==> config.mk <==
export PLATFORM = sky130hd
export DESIGN_NAME = periph_bus_ctrl_flat
export DESIGN_NICKNAME = d
export VERILOG_FILES = /design/src/rtl/bus_pkg.sv /design/src/rtl/periph_bus_ctrl_if.sv /design/src/rtl/bus_decode.sv /design/src/rtl/periph_bus_ctrl.sv /design/src/flat_wrapper.sv
export SDC_FILE = /design/constraint.sdc
export NUM_CORES = 1
export LEC_CHECK = 0
export CAP_MARGIN = 20
export CORE_AREA = 2 2 149 151
export DETAILED_ROUTE_END_ITERATION = 6
export DIE_AREA = 0 0 151 153
export PLACE_DENSITY_LB_ADDON = 0.12
export REMOVE_ABC_BUFFERS = 1
export SLEW_MARGIN = 20
export SYNTH_ARGS = -nofsm -noshare
export SYNTH_HDL_FRONTEND = slang
export SYNTH_SLANG_ARGS = --single-unit
==> constraint.sdc <==
create_clock -name clk_i -period 2.75 [get_ports clk_i]
set_input_delay 0.275 -clock clk_i [delete_from_list [all_inputs] [get_ports clk_i]]
set_output_delay 0.275 -clock clk_i [all_outputs]
set_load 0.01 [all_outputs]
==> src/rtl/bus_pkg.sv <==
// Shared definitions for the peripheral bus controller.
// - state_e        : controller FSM states
// - ErrDataDefault : read data returned with an error response
// - Def*           : default decode geometry used by the controller and by peripherals
// - sel_width()    : width of the peripheral select field for a given channel count
package bus_pkg;

  typedef enum logic [1:0] {
    StIdle,
    StWaitRsp,
    StErrRsp
  } state_e;

  localparam logic [31:0] ErrDataDefault = 32'hDEAD_BEEF;

  localparam int unsigned DefAddrW     = 14;
  localparam int unsigned DefNumPeriph = 6;
  localparam int unsigned DefSelLsb    = 6;
  localparam int unsigned DefRegW      = 6;

  // A single channel still needs a one-bit field so the slice stays legal.
  function automatic int unsigned sel_width(input int unsigned n);
    return (n <= 2) ? 1 : $clog2(n);
  endfunction

endpackage

==> src/rtl/periph_bus_ctrl_if.sv <==
// Core data-port bundle (req/gnt/rvalid protocol).
// - master modport : the core side (drives req/we/be/addr/wdata)
// - slave modport  : the controller side (drives gnt/rvalid/rdata/err)
interface periph_bus_ctrl_if #(
  parameter int unsigned ADDR_W = 14
) ();

  logic              req;
  logic              we;
  logic [3:0]        be;
  logic [ADDR_W-1:0] addr;
  logic [31:0]       wdata;
  logic              gnt;
  logic              rvalid;
  logic [31:0]       rdata;
  logic              err;

  modport master (
    output req, we, be, addr, wdata,
    input  gnt, rvalid, rdata, err
  );

  modport slave (
    input  req, we, be, addr, wdata,
    output gnt, rvalid, rdata, err
  );

endinterface

==> src/rtl/bus_decode.sv <==
// Address decode for the peripheral bus controller (purely combinational).
// - addr     : master byte address
// - is_mem   : address lies in the data-memory half
// - idx      : peripheral channel index taken from the select field
// - unmapped : peripheral space but no channel behind idx
module bus_decode
  import bus_pkg::*;
#(
  parameter int unsigned ADDR_W     = DefAddrW,
  parameter int unsigned NUM_PERIPH = DefNumPeriph,
  parameter int unsigned SEL_LSB    = DefSelLsb,
  localparam int unsigned SEL_W     = sel_width(NUM_PERIPH)
) (
  input  logic [ADDR_W-1:0] addr,
  output logic              is_mem,
  output logic [SEL_W-1:0]  idx,
  output logic              unmapped
);

  // Only the space bit and the select field matter here.
  logic unused_addr;
  assign unused_addr = ^addr;

  always_comb begin
    is_mem   = ~addr[ADDR_W-1];
    idx      = addr[SEL_LSB +: SEL_W];
    unmapped = ~is_mem && (32'(idx) >= NUM_PERIPH);
  end

endmodule

==> src/rtl/periph_bus_ctrl.sv <==
// Single-master bus controller: routes core data-port transactions to one data memory
// or one of NUM_PERIPH peripheral channels, one transaction outstanding at a time.
// Unmapped addresses and slaves exceeding TIMEOUT wait cycles get an error response.
// Ports:
// - clk_i, rst_i        : clock, asynchronous active-low reset
// - data                : core data port (slave modport)
// - mem_*               : data-memory handshake
// - per_*               : per-channel handshake, per_rdata_i flattened 32 bits/channel
// - slv_*               : request fields shared by all slaves
module periph_bus_ctrl
  import bus_pkg::*;
#(
  parameter int unsigned ADDR_W     = DefAddrW,
  parameter int unsigned NUM_PERIPH = DefNumPeriph,
  parameter int unsigned SEL_LSB    = DefSelLsb,
  parameter int unsigned REG_W      = DefRegW,
  parameter int unsigned TIMEOUT    = 255,
  parameter logic [31:0] ERR_DATA   = ErrDataDefault
) (
  input  logic                     clk_i,
  input  logic                     rst_i,
  periph_bus_ctrl_if.slave         data,
  output logic                     mem_req_o,
  input  logic                     mem_gnt_i,
  input  logic                     mem_rvalid_i,
  input  logic [31:0]              mem_rdata_i,
  output logic [NUM_PERIPH-1:0]    per_req_o,
  input  logic [NUM_PERIPH-1:0]    per_gnt_i,
  input  logic [NUM_PERIPH-1:0]    per_rvalid_i,
  input  logic [32*NUM_PERIPH-1:0] per_rdata_i,
  output logic                     slv_we_o,
  output logic [3:0]               slv_be_o,
  output logic [ADDR_W-2:0]        slv_addr_o,
  output logic [31:0]              slv_wdata_o
);

  localparam int unsigned SEL_W = sel_width(NUM_PERIPH);
  // Only needs to reach TIMEOUT-1; the firing cycle itself moves the FSM on.
  localparam int unsigned CNT_W = (TIMEOUT > 1) ? $clog2(TIMEOUT) : 1;

  state_e             state_q, state_d;
  logic [CNT_W-1:0]   cnt_q, cnt_d;
  logic               tgt_mem_q;
  logic [SEL_W-1:0]   tgt_idx_q;
  logic               rvalid_q, err_q;
  logic [31:0]        rdata_q;

  logic               dec_is_mem, dec_unmapped;
  logic [SEL_W-1:0]   dec_idx;
  logic               sel_gnt, tgt_rvalid, wait_cycle, fire;
  logic [31:0]        tgt_rdata;
  logic               cap, cap_err, latch_tgt;
  logic [31:0]        cap_data;

  bus_decode #(
    .ADDR_W    (ADDR_W),
    .NUM_PERIPH(NUM_PERIPH),
    .SEL_LSB   (SEL_LSB)
  ) u_decode (
    .addr    (data.addr),
    .is_mem  (dec_is_mem),
    .idx     (dec_idx),
    .unmapped(dec_unmapped)
  );

  assign slv_we_o    = data.we;
  assign slv_be_o    = data.be;
  assign slv_addr_o  = data.addr[ADDR_W-2:0];
  assign slv_wdata_o = data.wdata;

  assign data.rvalid = rvalid_q;
  assign data.rdata  = rdata_q;
  assign data.err    = err_q;

  always_comb begin
    sel_gnt    = dec_is_mem ? mem_gnt_i : per_gnt_i[dec_idx];
    tgt_rvalid = tgt_mem_q ? mem_rvalid_i : per_rvalid_i[tgt_idx_q];
    tgt_rdata  = tgt_mem_q ? mem_rdata_i : per_rdata_i[32*int'(tgt_idx_q) +: 32];
    wait_cycle = (state_q == StWaitRsp) ||
                 ((state_q == StIdle) && data.req && !dec_unmapped && !sel_gnt);
    // cnt_q counts earlier wait cycles, so this is the TIMEOUT-th one.
    fire       = (TIMEOUT != 0) && wait_cycle && (cnt_q == CNT_W'(TIMEOUT - 1));
  end

  always_ff @(posedge clk_i or negedge rst_i) begin
    if (!rst_i) begin
      state_q <= StIdle;
    end else begin
      state_q <= state_d;
    end
  end

  always_comb begin
    state_d   = state_q;
    cap       = 1'b0;
    cap_err   = 1'b0;
    cap_data  = tgt_rdata;
    latch_tgt = 1'b0;
    unique case (state_q)
      StIdle: begin
        if (data.req) begin
          if (dec_unmapped || fire) begin
            state_d  = StErrRsp;
            cap      = 1'b1;
            cap_err  = 1'b1;
            cap_data = ERR_DATA;
          end else if (sel_gnt) begin
            state_d   = StWaitRsp;
            latch_tgt = 1'b1;
          end
        end
      end
      StWaitRsp: begin
        // A real response wins over a timeout firing in the same cycle.
        if (tgt_rvalid) begin
          state_d = StIdle;
          cap     = 1'b1;
        end else if (fire) begin
          state_d  = StIdle;
          cap      = 1'b1;
          cap_err  = 1'b1;
          cap_data = ERR_DATA;
        end
      end
      StErrRsp: state_d = StIdle;
      default:  state_d = StIdle;
    endcase

    if ((state_d != state_q) || data.gnt) begin
      cnt_d = '0;
    end else if (wait_cycle && (cnt_q != '1)) begin
      cnt_d = cnt_q + 1'b1;
    end else begin
      cnt_d = cnt_q;
    end
  end

  always_comb begin
    data.gnt  = 1'b0;
    mem_req_o = 1'b0;
    per_req_o = '0;
    if ((state_q == StIdle) && data.req) begin
      if (dec_unmapped || fire) begin
        data.gnt = 1'b1;
      end else begin
        data.gnt = sel_gnt;
        if (dec_is_mem) begin
          mem_req_o = 1'b1;
        end else begin
          per_req_o[dec_idx] = 1'b1;
        end
      end
    end
  end

  always_ff @(posedge clk_i or negedge rst_i) begin
    if (!rst_i) begin
      cnt_q     <= '0;
      tgt_mem_q <= 1'b0;
      tgt_idx_q <= '0;
      rvalid_q  <= 1'b0;
      rdata_q   <= '0;
      err_q     <= 1'b0;
    end else begin
      cnt_q    <= cnt_d;
      rvalid_q <= cap;
      if (latch_tgt) begin
        tgt_mem_q <= dec_is_mem;
        tgt_idx_q <= dec_idx;
      end
      if (cap) begin
        rdata_q <= cap_data;
        err_q   <= cap_err;
      end
    end
  end

endmodule
==> src/flat_wrapper.sv <==
// flat-port wrapper written by rule: the top's interface ports become plain ports
module periph_bus_ctrl_flat import bus_pkg::*;
#(
  parameter int unsigned ADDR_W     = DefAddrW,
  parameter int unsigned NUM_PERIPH = DefNumPeriph,
  parameter int unsigned SEL_LSB    = DefSelLsb,
  parameter int unsigned REG_W      = DefRegW,
  parameter int unsigned TIMEOUT    = 255,
  parameter logic [31:0] ERR_DATA   = ErrDataDefault
)
  (clk_i, rst_i, mem_req_o, mem_gnt_i, mem_rvalid_i, mem_rdata_i, per_req_o, per_gnt_i, per_rvalid_i, per_rdata_i, slv_we_o, slv_be_o, slv_addr_o, slv_wdata_o, data_req, data_we, data_be, data_addr, data_wdata, data_gnt, data_rvalid, data_rdata, data_err);
  periph_bus_ctrl_if #(.ADDR_W(ADDR_W)) data_i ();
  input  logic clk_i;
  input  logic rst_i;
  output logic mem_req_o;
  input  logic mem_gnt_i;
  input  logic mem_rvalid_i;
  input  logic [31:0] mem_rdata_i;
  output logic [NUM_PERIPH-1:0] per_req_o;
  input  logic [NUM_PERIPH-1:0] per_gnt_i;
  input  logic [NUM_PERIPH-1:0] per_rvalid_i;
  input  logic [32*NUM_PERIPH-1:0] per_rdata_i;
  output logic slv_we_o;
  output logic [3:0] slv_be_o;
  output logic [ADDR_W-2:0] slv_addr_o;
  output logic [31:0] slv_wdata_o;
  input wire logic [$bits(data_i.req)-1:0] data_req;
  input wire logic [$bits(data_i.we)-1:0] data_we;
  input wire logic [$bits(data_i.be)-1:0] data_be;
  input wire logic [$bits(data_i.addr)-1:0] data_addr;
  input wire logic [$bits(data_i.wdata)-1:0] data_wdata;
  output wire logic [$bits(data_i.gnt)-1:0] data_gnt;
  output wire logic [$bits(data_i.rvalid)-1:0] data_rvalid;
  output wire logic [$bits(data_i.rdata)-1:0] data_rdata;
  output wire logic [$bits(data_i.err)-1:0] data_err;
  assign data_i.req = data_req;
  assign data_i.we = data_we;
  assign data_i.be = data_be;
  assign data_i.addr = data_addr;
  assign data_i.wdata = data_wdata;
  assign data_gnt = data_i.gnt;
  assign data_rvalid = data_i.rvalid;
  assign data_rdata = data_i.rdata;
  assign data_err = data_i.err;
  periph_bus_ctrl #(.ADDR_W(ADDR_W), .NUM_PERIPH(NUM_PERIPH), .SEL_LSB(SEL_LSB), .REG_W(REG_W), .TIMEOUT(TIMEOUT), .ERR_DATA(ERR_DATA)) u_core (.clk_i(clk_i), .rst_i(rst_i), .data(data_i), .mem_req_o(mem_req_o), .mem_gnt_i(mem_gnt_i), .mem_rvalid_i(mem_rvalid_i), .mem_rdata_i(mem_rdata_i), .per_req_o(per_req_o), .per_gnt_i(per_gnt_i), .per_rvalid_i(per_rvalid_i), .per_rdata_i(per_rdata_i), .slv_we_o(slv_we_o), .slv_be_o(slv_be_o), .slv_addr_o(slv_addr_o), .slv_wdata_o(slv_wdata_o));
endmodule
# After elaboration in Yosys (flattened, before gate mapping)
# Index checks and enable logic that the tools add are counted.
# Widths: inputs -> output; s select.
# classes
n_addsub,1
magnitude_cmp,4
eq_ne,4
n_shift,1
n_mux,41
bitwise,1
reduce_logical,14
# op_table
op,count
$shiftx 192x9->32,1
$mux 32,5
$pmux 32 s2,1
$mux 1,19
$mux 6,3
$mux 8,2
$mux 2,5
$add 8x1->8 const B,1
$eq 8x8->1 const B,1
$lt 3x4->1 const B,2
$ne 8x8->1 const B,1
$logic_and 1x1->1,7
$bmux 1 s3,2
$pmux 1 s2,2
$pmux 2 s2,1
$demux 1 s3,1
$ge 3x1->1 const B,1
$ge 3x3->1 const B,1
$logic_or 1x1->1,3
$eq 2x1->1 const B,1
$logic_not 1->1,2
$logic_not 2->1,1
$ne 2x2->1,1
$reduce_bool 2->1,1
$not 1->1,1
# word_totals
reg_bits,48
inputBits,292
out_inout_bits,92
wordCells,73

# Logic depth before layout (Yosys ltp)
# logic_depth
depth_word,14
ltp_mapped,9
ltp_nobuf,7

# By module
# A second synthesis with hierarchy kept.
# unflattened
hier_cells,437
hier_area_um2,4498.1
# by_module_without_submodules
module,instances,cells_each,area_per_inst_um2,seq_area_each_um2
periph_bus_ctrl,1,432,4465.5,1201.2
bus_decode,1,5,32.5,0.0

# Worst setup path before layout
# No wires, ideal clock.
# synth_path
path_kind,input to output
startpoint,in data_addr[6]
endpoint,out per_req_o[1]
arrival_time_ps,2004
required_ps,2475
setup_slack_ps,471
path_stages,7
n_path_buf,1
cell_sequence,buf_6 mux2_4 a222oi_1 a21oi_1 nor3_1 nor2_1 and3_1
# synth_via
elab_chain_cells,10
elab_cells_between_ends,20
cone_classes,order compare: 3; mux: 8; reduce/logical: 9
# synth_rtl
item,line,text
from (decl),flat_wrapper.sv:30,input wire logic [$bits(data_i.addr)-1:0] data_addr;
branches (longest 8 deep; another with $lt 3x4->1),--,
$mux 6 *,periph_bus_ctrl.sv:143,if (dec_unmapped || fire) begin
$mux 6 *,periph_bus_ctrl.sv:142,if ((state_q == StIdle) && data.req) begin
to (decl),flat_wrapper.sv:19,output logic [NUM_PERIPH-1:0] per_req_o;
# Mark *: on every way between the ends. The select of a mux whose other input is x is not followed.

# Worst setup path in the final report
# layout_path
startpoint,in data_addr[7]
endpoint,out data_gnt
# layout_via
elab_chain_cells,10
elab_cells_between_ends,14
cone_classes,order compare: 1; mux: 5; reduce/logical: 8
# layout_rtl
item,line,text
$bmux 1 s3 or $ge 3x3->1 (tied branches),"periph_bus_ctrl.sv:76, bus_decode.sv:27",
$mux 1 (implied by the code) or $logic_and 1x1->1 (tied branches),"periph_bus_ctrl.sv:76, bus_decode.sv:27",
$mux 1 or $logic_not 1->1 (tied branches),"periph_bus_ctrl.sv:76, periph_bus_ctrl.sv:80",
$logic_not 1->1 or $logic_and 1x1->1 (tied branches),periph_bus_ctrl.sv:80,((state_q == StIdle) && data.req && !dec_unmapped && !sel_gnt);
$logic_and 1x1->1,periph_bus_ctrl.sv:80,
$logic_or 1x1->1,periph_bus_ctrl.sv:79,wait_cycle = (state_q == StWaitRsp) ||
$logic_and 1x1->1,periph_bus_ctrl.sv:82,fire = (TIMEOUT != 0) && wait_cycle && (cnt_q == CNT_W'(TIMEOUT - 1));
$logic_or 1x1->1,periph_bus_ctrl.sv:143,
$mux 1 *,periph_bus_ctrl.sv:143,
$mux 1 *,periph_bus_ctrl.sv:142,
to (decl),flat_wrapper.sv:32,output wire logic [$bits(data_i.gnt)-1:0] data_gnt;
# Every way passes the cells marked *; elsewhere a longest branch is shown, timed or not. The select of a mux whose other input is x is not followed.

==> run_results.csv <==
group,metric,value,unit
status,outcome,"completed",
timing,rsz0062_at_grt,"false",
logic_synthesis,yosysSeqAreaShare,0.283,
logic_synthesis,synthCells,384,
power_and_ir_drop,pwr-share-comb,0.668,
power_and_ir_drop,total_power,6.00,mW
worst_setup_path,worst_ep_arrival_time,2.39,ns
timing,setup_violations,0,
timing,slew_headroom,0.547,
worst_setup_path,critPathSlowestCell,"clkdlybuf4s50_1",
clocking,cts_tree,"built",
floorplanning,die_h,153,um
logic_synthesis,ys_types,45,
timing,slew_violations,0,
finish,area.growth.synth_to_final,74.1,%
clocking,htreeDepth,2,
power_and_ir_drop,powerDensity,814,nW/um2
global_routing,track_usage,0.219,
timing,max_freq,376,MHz
worst_hold_path,hold_path.class,"in2async",
drt,drc,0,
logic_synthesis,synth_xor_xnor_area_share,0.00207,
floorplanning,dieArea,23100,um2
floorplanning,start_util,0.197,
clocking,root_buffer,"clkbuf_16",
power_and_ir_drop,p_switching,2.43,mW
global_routing,grt_pass1_vias,4657,
worst_setup_path,r2r-start,"u_core.tgt_idx_q[0]",
global_routing,grt_max_degree,36,
finish,drive_above_1_share,0.199,
global_routing,antenna_found_initial,2,
floorplanning,core_area,21500,um2
logic_synthesis,async_flop_share,1.00,
logic_synthesis,syn_area,4240,um2
worst_setup_path,r2r.worst_path.cells,7,
worst_setup_path,start_kind,"input pin",
clocking,clkLatencyLatePin,0.30,ns
logic_synthesis,ys.flop_type,"dfrtp_1",
timing,skew,0.00400,ns
clocking,clockBufferDepth,2,
logic_synthesis,synth_simple_gate_area_frac,0.0685,
logic_synthesis,synthMuxAreaShare,0.274,
clocking,cts.sinks,48,
worst_setup_path,crit_type,"in2out",
drt,vias,4363,
logic_synthesis,synth-compound-area-share,0.233,
drt,drt-initial-drc-count,262,
timing,tightest_slew,0.680,ns
logic_synthesis,synth_seq_cells,48,
logic_synthesis,synth_top_cells_by_count,"buf_4 (51), dfrtp_1 (48), mux2_2 (28), mux2i_1 (28), a222oi_1 (25)",
worst_setup_path,ff2ff_setup_slack,0.35,ns
floorplanning,rows,54,
drt,via_per_inst,4.80,
finish,nNetsFinal,921,
logic_synthesis,ys_top_cells_by_area,"dfrtp_1 (28%), mux4_2 (13%), buf_4 (9.0%)",
drt,wl,26200,um
clocking,cts_buffers,5,
job,drv_cap,0,
logic_synthesis,synth_top_family_by_area,"multiplexers",
place,gp_congestion,0.786,
logic_synthesis,synth_top_area_cell,"dfrtp_1",
power_and_ir_drop,p_sw_frac,0.405,
timing,fin_crit_sh,0.968,
global_routing,grt_pass1_wl,35000,um
logic_synthesis,synth_fa_ha_area_frac,0.00590,
logic_synthesis,synth_most_common_cell,"buf_4",
drt,ant_nets,0,
drt,post_drt_wl_per_cell,28.8,um
place,pre_cts_slack,-0.332,ns
place,placed_cells,900,
clocking,clkTransAtPathRegs,0.07,ns
drt,drt_pass1_iterations,7,
floorplanning,die_x,151,um
power_and_ir_drop,seqPwrFrac,0.223,
logic_synthesis,syn_area_per_cell,11.0,um2
timing,hold_viol_final,0,
timing,fin_ws,0.0892,ns
worst_setup_path,slowest_delay,0.56,ns
power_and_ir_drop,p_int,3.57,mW
floorplanning,io-pin-count,384,
global_routing,overflow,0,
logic_synthesis,synth_top_area_frac,0.283,
timing,fin_crit,2.66,ns
worst_setup_path,cp-end-kind,"output pin",
power_and_ir_drop,ir_worst_vdd,0.353,mV
finish,final_cells,909,
worst_setup_path,cp_data_required_time,2.48,ns
power_and_ir_drop,p_leak,2.80,nW
place,numPortBuffers,289,
worst_setup_path,worstPathMaxFanout,5,
logic_synthesis,synth_edf_count,0,
worst_setup_path,worstPathCellList,"clkdlybuf4s50_1 > nor2b_2 > a222oi_1 > buf_4 > buf_4 > a211oi_2 > nand2b_4 > clkdlybuf4s50_1",
worst_setup_path,rr_endpoint,"u_core.cnt_q[4]",
place,post-dp-hpwl,22200,um
clocking,cts_setup_buffers,0,
power_and_ir_drop,clkPwrFrac,0.109,
logic_synthesis,ys_warn_count,0,
## cells in the final DEF (no fill, tap or decap), types with 3 or more instances in the layout
master	netlist	layout
clkdlybuf4s50_1	0	280
dfrtp_1	48	46
mux2i_1	28	28
mux2_2	28	28
a222oi_1	25	25
mux4_2	24	24
buf_4	51	24
a2bb2oi_2	21	21
o21ai_0	17	17
nor2_1	19	16
inv_1	11	11
o22ai_1	11	11
nand2_1	8	8
o221ai_1	8	8
dlygate4sd2_1	0	7
a21oi_1	5	5
clkbuf_16	0	5
and3_1	4	4
a2bb2oi_1	4	4
a311oi_1	4	4
nand2b_1	3	3
and4_1	3	3
nor4b_1	3	3
nor3_1	5	3
buf_12	0	3
## stage by stage
step                      cell area [um2]  hold slack, ns  TNS, ns  utilization
after CTS                            7370          0.0311  -0.0237        0.343
after detailed placement             7220           0.359    -6.02        0.336
final                                7380         0.00980        0        0.343
after global routing                 7380          0.0518        0        0.343
after global placement               7220           0.350    -3.00        0.336
after floorplan                      3720         -0.0206   -75.97            -
## critical path: cells and delay by family
kind	cells	cell delay (ns)
buffers and inverters	4	1.39
AO/OA/AOI/OAI	2	0.34
AND/OR/NAND/NOR	2	0.38
## per-layer routing
layer  part of all wire  up-vias  track usage
met2               0.52      324        0.408
met1               0.28     2051        0.175
met4              0.019        2       0.0503
met3               0.18       18        0.174
li1                   -     1968            -
met5            0.00050        -      0.00435
## layout make-up
type	instances	area, um2
Antenna cell	1	2.50
Tap cell	280	350
Clock buffer	6	139
Fill cell	2172	14100
Multi-Input combinational cell	244	2500
Clock inverter	2	13.8
Inverter	12	45.0
Timing Repair Buffer	316	3120
Sequential cell	48	1210
## cell families after synthesis
| group | Yosys count |
|---|---|
| AOI/OAI and AO/OA | 105 |
| muxes | 82 |
| and+or+nand+nor | 54 |
| buffers and inverters | 92 |
| DFF | 48 |
| xor gates and xnor gates | 1 |
| adders and majority gates | 2 |
## worst max path at each step
stage | startpoint | slack (ns) | end
2_1_floorplan | u_core.tgt_idx_q[0] | -2.30 | u_core.data.rdata[14]
3_3_place_gp | data_addr[6] | -0.31 | per_req_o[5]
3_5_place_dp | data_addr[6] | -0.33 | per_req_o[3]
4_1_cts | data_addr[8] | -0.02 | mem_req_o
5_1_grt | data_addr[7] | 0.003 | per_req_o[4]
6_report | data_addr[7] | 0.09 | data_gnt
## registers in the layout (all words and copies together) (netlist names)
signal              flops
u_core.state_q          2
u_core.data.rvalid      1
u_core.tgt_mem_q        1
u_core.data.rdata      32
u_core.tgt_idx_q        3
u_core.cnt_q            8
u_core.data.err         1
## timing repair
action | in CTS | in global routing
resized for setup | 9 | 3
hold buffers | 0 | 0
hold endpoints to repair | 0 | 0
endpoints found under the setup margin | 8 | 5
pin swaps | 1 | 0
## power groups by stage
stage,Sequential (mW),Combinational [mW],Clock [mW]
6_report,1.34,4.01,0.656
5_1_grt,1.39,4.31,0.719
4_1_cts,1.34,4.09,0.695
3_5_place_dp,1.35,4.08,0
3_3_place_gp,1.34,4.04,0
2_1_floorplan,1.61,1.98,0
Power figures use the tool's default switching activity.
